==> src/rtl/instruction_fetch_pkg.sv <==
// Shared definitions for the fetch stage: fetch FSM encoding, NOP word and reset PC.
package instruction_fetch_pkg;

  localparam logic [31:0] NopInstr       = 32'h0000_0000;
  localparam logic [31:0] DefaultResetPc = 32'h0000_0000;
  localparam logic [31:0] PcStep         = 32'd4;

  typedef enum logic [1:0] {
    StIdle  = 2'd0,
    StFetch = 2'd1,
    StHold  = 2'd2,
    StDrain = 2'd3
  } fetch_state_e;

  function automatic logic [31:0] word_align(input logic [31:0] addr);
    return {addr[31:2], 2'b00};
  endfunction

endpackage

==> src/rtl/instruction_fetch_if_id_reg.sv <==
// IF/ID pipeline register: reset clears, flush inserts a bubble, load captures a new
// instruction, otherwise holds (stall).
module if_id_reg
  import instruction_fetch_pkg::*;
(
  input  logic        clk_i,
  input  logic        rst_i,
  input  logic        load_i,
  input  logic        flush_i,
  input  logic [31:0] instr_i,
  input  logic [31:0] pc_plus4_i,
  output logic [31:0] instr_o,
  output logic [31:0] pc_plus4_o,
  output logic        valid_o
);

  logic [31:0] instr_q;
  logic [31:0] pc_plus4_q;
  logic        valid_q;

  // A bubble keeps pc_plus4 so decode still sees the last known fetch PC.
  always_ff @(posedge clk_i) begin
    if (rst_i) begin
      instr_q    <= NopInstr;
      pc_plus4_q <= 32'h0;
      valid_q    <= 1'b0;
    end else if (flush_i) begin
      instr_q    <= NopInstr;
      valid_q    <= 1'b0;
    end else if (load_i) begin
      instr_q    <= instr_i;
      pc_plus4_q <= pc_plus4_i;
      valid_q    <= 1'b1;
    end
  end

  assign instr_o    = instr_q;
  assign pc_plus4_o = pc_plus4_q;
  assign valid_o    = valid_q;

endmodule

==> src/rtl/instruction_fetch.sv <==
// MIPS fetch stage: PC and request FSM over a req/ack instruction memory, feeding the
// IF/ID register. The request address never moves while a request is outstanding.
module instruction_fetch
  import instruction_fetch_pkg::*;
#(
  parameter logic [31:0] RESET_PC = DefaultResetPc
) (
  input  logic        clk,
  input  logic        rst,
  input  logic        stall,
  input  logic        branch_taken,
  input  logic [31:0] branch_target,
  output logic        imem_req,
  output logic [31:0] imem_addr,
  input  logic        imem_ack,
  input  logic [31:0] imem_rdata,
  output logic [31:0] instruction,
  output logic [31:0] pc_plus4,
  output logic        if_valid
);

  fetch_state_e state_q, state_d;
  logic [31:0]  pc_q, pc_d;
  logic [31:0]  req_addr_q, req_addr_d;
  logic [31:0]  instr_buf_q, instr_buf_d;

  logic [31:0]  pc_inc;
  logic [31:0]  target;
  logic         ifid_load;
  logic         ifid_flush;
  logic [31:0]  ifid_instr;

  assign pc_inc = pc_q + PcStep;
  assign target = word_align(branch_target);

  always_comb begin
    state_d     = state_q;
    pc_d        = pc_q;
    req_addr_d  = req_addr_q;
    instr_buf_d = instr_buf_q;
    ifid_load   = 1'b0;
    ifid_flush  = 1'b0;
    ifid_instr  = imem_rdata;

    unique case (state_q)
      StIdle: begin
        state_d    = StFetch;
        req_addr_d = pc_q;
        if (branch_taken) begin
          pc_d       = target;
          req_addr_d = target;
          ifid_flush = 1'b1;
        end
      end

      StFetch: begin
        if (branch_taken) begin
          pc_d       = target;
          ifid_flush = 1'b1;
          // An unacked request must keep its address; DRAIN retires it first.
          if (imem_ack) begin
            req_addr_d = target;
          end else begin
            state_d = StDrain;
          end
        end else if (imem_ack) begin
          if (stall) begin
            instr_buf_d = imem_rdata;
            state_d     = StHold;
          end else begin
            ifid_load  = 1'b1;
            pc_d       = pc_inc;
            req_addr_d = pc_inc;
          end
        end else if (!stall) begin
          ifid_flush = 1'b1;
        end
      end

      StHold: begin
        if (branch_taken) begin
          instr_buf_d = NopInstr;
          pc_d        = target;
          req_addr_d  = target;
          ifid_flush  = 1'b1;
          state_d     = StFetch;
        end else if (!stall) begin
          ifid_load  = 1'b1;
          ifid_instr = instr_buf_q;
          pc_d       = pc_inc;
          req_addr_d = pc_inc;
          state_d    = StFetch;
        end
      end

      StDrain: begin
        if (branch_taken) begin
          pc_d = target;
        end
        if (branch_taken || !stall) begin
          ifid_flush = 1'b1;
        end
        // Stale data is dropped; the next request uses the latest redirect.
        if (imem_ack) begin
          req_addr_d = pc_d;
          state_d    = StFetch;
        end
      end

      default: begin
        state_d = StIdle;
      end
    endcase
  end

  always_ff @(posedge clk) begin
    if (rst) begin
      state_q     <= StIdle;
      pc_q        <= RESET_PC;
      req_addr_q  <= RESET_PC;
      instr_buf_q <= NopInstr;
    end else begin
      state_q     <= state_d;
      pc_q        <= pc_d;
      req_addr_q  <= req_addr_d;
      instr_buf_q <= instr_buf_d;
    end
  end

  assign imem_req  = !rst && ((state_q == StFetch) || (state_q == StDrain));
  assign imem_addr = req_addr_q;

  if_id_reg u_if_id_reg (
    .clk_i      (clk),
    .rst_i      (rst),
    .load_i     (ifid_load),
    .flush_i    (ifid_flush),
    .instr_i    (ifid_instr),
    .pc_plus4_i (pc_inc),
    .instr_o    (instruction),
    .pc_plus4_o (pc_plus4),
    .valid_o    (if_valid)
  );

endmodule

==> config.mk <==
export PLATFORM = sky130hd
export DESIGN_NAME = instruction_fetch
export DESIGN_NICKNAME = d
export VERILOG_FILES = /design/src/rtl/instruction_fetch_pkg.sv /design/src/rtl/instruction_fetch_if_id_reg.sv /design/src/rtl/instruction_fetch.sv
export SDC_FILE = /design/constraint.sdc
export NUM_CORES = 1
export LEC_CHECK = 0
export ABC_AREA = 1
export BUFFER_PORTS_ARGS = -buffer_cell sky130_fd_sc_hd__buf_2
export CORE_ASPECT_RATIO = 1.25
export CORE_UTILIZATION = 50
export CTS_CLUSTER_DIAMETER = 200
export DETAILED_ROUTE_END_ITERATION = 12
export GPL_ROUTABILITY_DRIVEN = 0
export PLACE_DENSITY = 0.77
export SETUP_SLACK_MARGIN = 0.1
export SYNTH_ARGS = -nofsm -noshare
export SYNTH_HDL_FRONTEND = slang
export SYNTH_SLANG_ARGS = --single-unit
==> constraint.sdc <==
create_clock -name clk -period 1.9 [get_ports clk]
set_input_delay 0.095 -clock clk [delete_from_list [all_inputs] [get_ports clk]]
set_output_delay 0.095 -clock clk [all_outputs]
set_load 0.1 [all_outputs]
==> Implementation_results.wiki <==
{| class="wikitable"
! Metric !! Value
|-
| Clock Skews || 0.00529 ns
|-
| Count of unresolved DRC violations after routing || 0
|-
| Required time at the worst-slack endpoint || 2.22 ns
|-
| Cell Count Post-Placement || 1577
|-
| RSZ-0062 raised after global routing || yes
|-
| Crit end category || flip-flop
|-
| Final cell utilization of the core || 0.652
|-
| TritonCTS clock tree || yes
|-
| Status || completed
|-
| Cell at the slowest stage of the critical path || sky130_fd_sc_hd__dfxtp_4
|-
| Most common flop cell mapped by yosys || sky130_fd_sc_hd__dfxtp_1
|-
| Netlist area before placement || 8070 sq um
|-
| Final cell count without fillers || 1626
|-
| IR drop worst, VDD || 0.749 mV
|-
| Post-Synthesis Net Count || 1303
|-
| Library cell occupying the most area in the post-synthesis netlist || sky130_fd_sc_hd__dfxtp_1
|-
| CP max stage delay || 0.37 ns
|-
| Pins over their slew limit || 0
|-
| Class of the tightest hold or removal check || in -> reg
|-
| Highest Clock Rate || 570 MHz
|-
| Slew @ Worst Pin || 0.528 ns
|-
| Number of unique standard cell types used by synthesis || 31
|-
| Most frequent cell on the critical path || sky130_fd_sc_hd__nand2_2
|-
| Seq cells post-synth || 163
|-
| Fraction of layout instances using a drive strength above 1 || 0.212
|-
| Effective utilization at floorplan || 0.514
|-
| Async set-or-reset flop fraction in the synthesized netlist || 0
|-
| Leakage power summed over all cells || 4.63 nW
|-
| Critical path fanouts, max || 7
|-
| Met1 Track Usage GR || 0.316
|-
| Critical path launch point type || flip-flop
|-
| Global routing's busiest layer || met2
|-
| Die X-Extent || 116 um
|-
| Met2 Use GR || 0.483
|-
| Clock latency reported for the late side of the worst-skew pair || 0.43 ns
|-
| Minimum setup slack in the final design || 0.145 ns
|-
| Post-detailed-routing wire length || 22900 um
|-
| Leading post-synthesis cells by instance count || sky130_fd_sc_hd__nand2_1, sky130_fd_sc_hd__dfxtp_1, sky130_fd_sc_hd__a21oi_1
|-
| Placed wire-length estimate || 15800 um
|-
| Placeable core region || 15700 sq um
|-
| Die height || 144 um
|-
| Mapped Avg Cell Area || 6.57 sq um
|-
| Cell class contributing the biggest share of worst-path delay || simple AND/OR/NAND/NOR gates
|-
| Area overhead of the layout relative to synthesis || 26.8%
|-
| Arrival time at the worst endpoint || 2.08 ns
|-
| Max_slew headroom || 0.650
|-
| Number of synthesized flops with an enable pin || 0
|-
| Multi-input gate area || 4130 sq um
|-
| Seq/Total Area, Yosys || 0.404
|-
| Kind of critical path || reg -> reg
|-
| Antenna violation net count after detailed routing || 0
|-
| Biggest area contributors in the synthesized netlist || sky130_fd_sc_hd__dfxtp_1, sky130_fd_sc_hd__nand2_1, sky130_fd_sc_hd__a21oi_1, sky130_fd_sc_hd__o21ai_0, sky130_fd_sc_hd__nor2_1
|-
| Standard-cell rows || 51
|-
| Power per standard cell area || 1050 nW/um^2
|-
| CTS clk-pin slew, worst paths || 0.06 ns
|-
| Io pins || 167
|-
| Post-Synthesis Cells || 1229
|-
| Max H-tree Level || 4
|-
| Port bufs || 164
|-
| Die area || 16700 sq um
|-
| Critical path, cell by cell || inv_6, ha_4, inv_2, nor2_4, nand2_2, nand2_2, nand3_4, clkinv_4, nand2_8, clkinv_8, buf_12, nand3_1, o211ai_1, inv_1
|-
| Antenna violations before repair || 0
|-
| Place WS || 0.0777 ns
|-
| Buffer and inverter count on the worst path || 6
|-
| Final min period || 1.75 ns
|-
| Root buffer cell || sky130_fd_sc_hd__clkbuf_16
|-
| Max_cap viols || 0
|-
| Largest net degree at the start of global routing || 61
|-
| Final-report setup violation count || 0
|-
| Filler cell count in the final layout || 1445
|-
| Sequential cell area || 3270 sq um
|-
| First-pass GRT wire length || 35200 um
|-
| Tot GR Track Use || 0.273
|-
| Inserted Clock Buffers || 17
|-
| Sink count of the clock tree || 163
|-
| Antenna cell count || 0
|-
| Hold Vio Cnt, Final || 0
|-
| Met3 capacity usage during global routing || 0.0436
|-
| Vias in the first global route || 7526
|-
| Area share of the largest cell type after synthesis || 0.404
|-
| Post-route fraction of the period consumed by the critical path || 0.924
|-
| Most repeated cell in the gate-level netlist after synthesis || sky130_fd_sc_hd__nand2_1
|-
| Synthesis Warnings || 0
|-
| Sum of overflow across all layers after global routing || 0
|-
| Final net count || 1475
|-
| Vias after detailed routing || 8600
|-
| Post-detailed-route wirelength per cell || 14.1 um
|-
| Number of buffers on the longest clock path || 2
|-
| Via-to-Cell Ratio || 5.29
|-
| TNS Setup || 0 ns
|-
| Iter 0 DRT Violations || 728
|-
| Pre-Repair DR Iteration Count || 6
|}
[cell usage in the layout (no fill, tap or decap), types with 3 or more instances in the layout]
| cell | Yosys | layout |
|---|---|---|
| sky130_fd_sc_hd__o31ai_1 | 3 | 3 |
| sky130_fd_sc_hd__inv_4 | 0 | 5 |
| sky130_fd_sc_hd__nor2_2 | 0 | 11 |
| sky130_fd_sc_hd__clkinv_4 | 0 | 3 |
| sky130_fd_sc_hd__or2_2 | 5 | 5 |
| sky130_fd_sc_hd__nand2_1 | 353 | 350 |
| sky130_fd_sc_hd__clkbuf_8 | 0 | 4 |
| sky130_fd_sc_hd__o211ai_1 | 32 | 32 |
| sky130_fd_sc_hd__nand3b_1 | 3 | 3 |
| sky130_fd_sc_hd__clkinvlp_4 | 0 | 3 |
| sky130_fd_sc_hd__buf_2 | 18 | 163 |
| sky130_fd_sc_hd__nor2_1 | 128 | 117 |
| sky130_fd_sc_hd__buf_4 | 5 | 40 |
| sky130_fd_sc_hd__buf_12 | 0 | 8 |
| sky130_fd_sc_hd__o21ai_0 | 133 | 122 |
| sky130_fd_sc_hd__xor2_1 | 8 | 8 |
| sky130_fd_sc_hd__a21oi_1 | 136 | 134 |
| sky130_fd_sc_hd__inv_1 | 105 | 102 |
| sky130_fd_sc_hd__nand2_2 | 3 | 5 |
| sky130_fd_sc_hd__inv_6 | 0 | 3 |
| sky130_fd_sc_hd__dlygate4sd3_1 | 0 | 8 |
| sky130_fd_sc_hd__ha_4 | 0 | 3 |
| sky130_fd_sc_hd__clkbuf_16 | 0 | 20 |
| sky130_fd_sc_hd__nor2_4 | 3 | 3 |
| sky130_fd_sc_hd__inv_2 | 10 | 5 |
| sky130_fd_sc_hd__o21ai_1 | 1 | 12 |
| sky130_fd_sc_hd__dfxtp_1 | 163 | 159 |
| sky130_fd_sc_hd__nand3_1 | 54 | 52 |
[power breakdown]
part | leakage, nW | total, W | internal [W] | switching (W)
Clock | 0.289 | 0.00350 | 0.00208 | 0.00142
Sequential | 1.33 | 0.00395 | 0.00372 | 0.000228
Combinational | 3.01 | 0.00330 | 0.000835 | 0.00246
[kinds of logic (layout without fill, tap and decap cells)]
kind of cell | count (synthesis) | count (layout) | share of synthesized area
AOI/OAI and AO/OA | 309 | 309 | 0.204
xor gates and xnor gates | 8 | 8 | 0.00868
adders and majority gates | 5 | 5 | 0.00775
buffers and inverters | 188 | 373 | 0.0963
DFF | 163 | 163 | 0.404
muxes | 1 | 1 | 0.00124
and+or+nand+nor | 555 | 555 | 0.278
[layout make-up]
type                            count  share of cell area
Timing Repair Buffer              225               0.145
Inverter                          116              0.0460
Multi-Input combinational cell    878               0.404
Tap cell                          212              0.0259
Clock inverter                     10              0.0120
Clock buffer                       22              0.0473
Sequential cell                   163               0.320
[layer usage]
metal | wire [um] | vias to the layer above
met3 | 1500 | 70
li1 | - | 4319
met5 | 0 | -
met2 | 11200 | 362
met4 | 890 | 0
met1 | 9290 | 3849
[tightest hold or removal path, delay by kind of cell]
family	cells	cell delay, ns
and+or+nand+nor	2	0.13
buffers and inverters	2	0.12
AOI/OAI and AO/OA	1	0.06
[flip-flops by register name, summed over array words and instances, names as in the netlist]
name and flops:
u_if_id_reg.valid_o 1, u_if_id_reg.instr_o 32, pc_q 32, imem_addr 32
state_q 2, u_if_id_reg.pc_plus4_o 32, instr_buf_q 32
[timing repair]
action	in CTS	in global routing
setup buffers	0	5
gates cloned	1	3
resized for setup	7	48
hold buffers	8	0
hold endpoints to repair	13	0
endpoints found under the setup margin	33	105
pin swaps	0	11
[per-stage QoR]
stage / power, W / instance area [sq um] / hold slack, ns
finish: 0.0107 / 10200 / 0.0168
global route: 0.0112 / 10200 / 0.0285
CTS: 0.0107 / 10000 / 0.00154
detailed placement: 0.00716 / 9260 / 0.423
global placement: 0.00712 / 9260 / 0.418
floorplan: 0.00640 / 8090 / 0.296
[path summary, 6_finish.rpt]
check	slack, ns	endpoint	depth (start not counted)	startpoint
setup / recovery	0.15	u_if_id_reg.pc_plus4_o[30]	14	state_q[1]
hold / removal	0.02	imem_addr[6]	5	branch_target[6]
setup reg to reg	0.15	u_if_id_reg.pc_plus4_o[30]	14	state_q[1]
hold reg to reg	0.46	instr_buf_q[7]	2	instr_buf_q[7]
No activity file was read; power rests on OpenSTA's default activity.
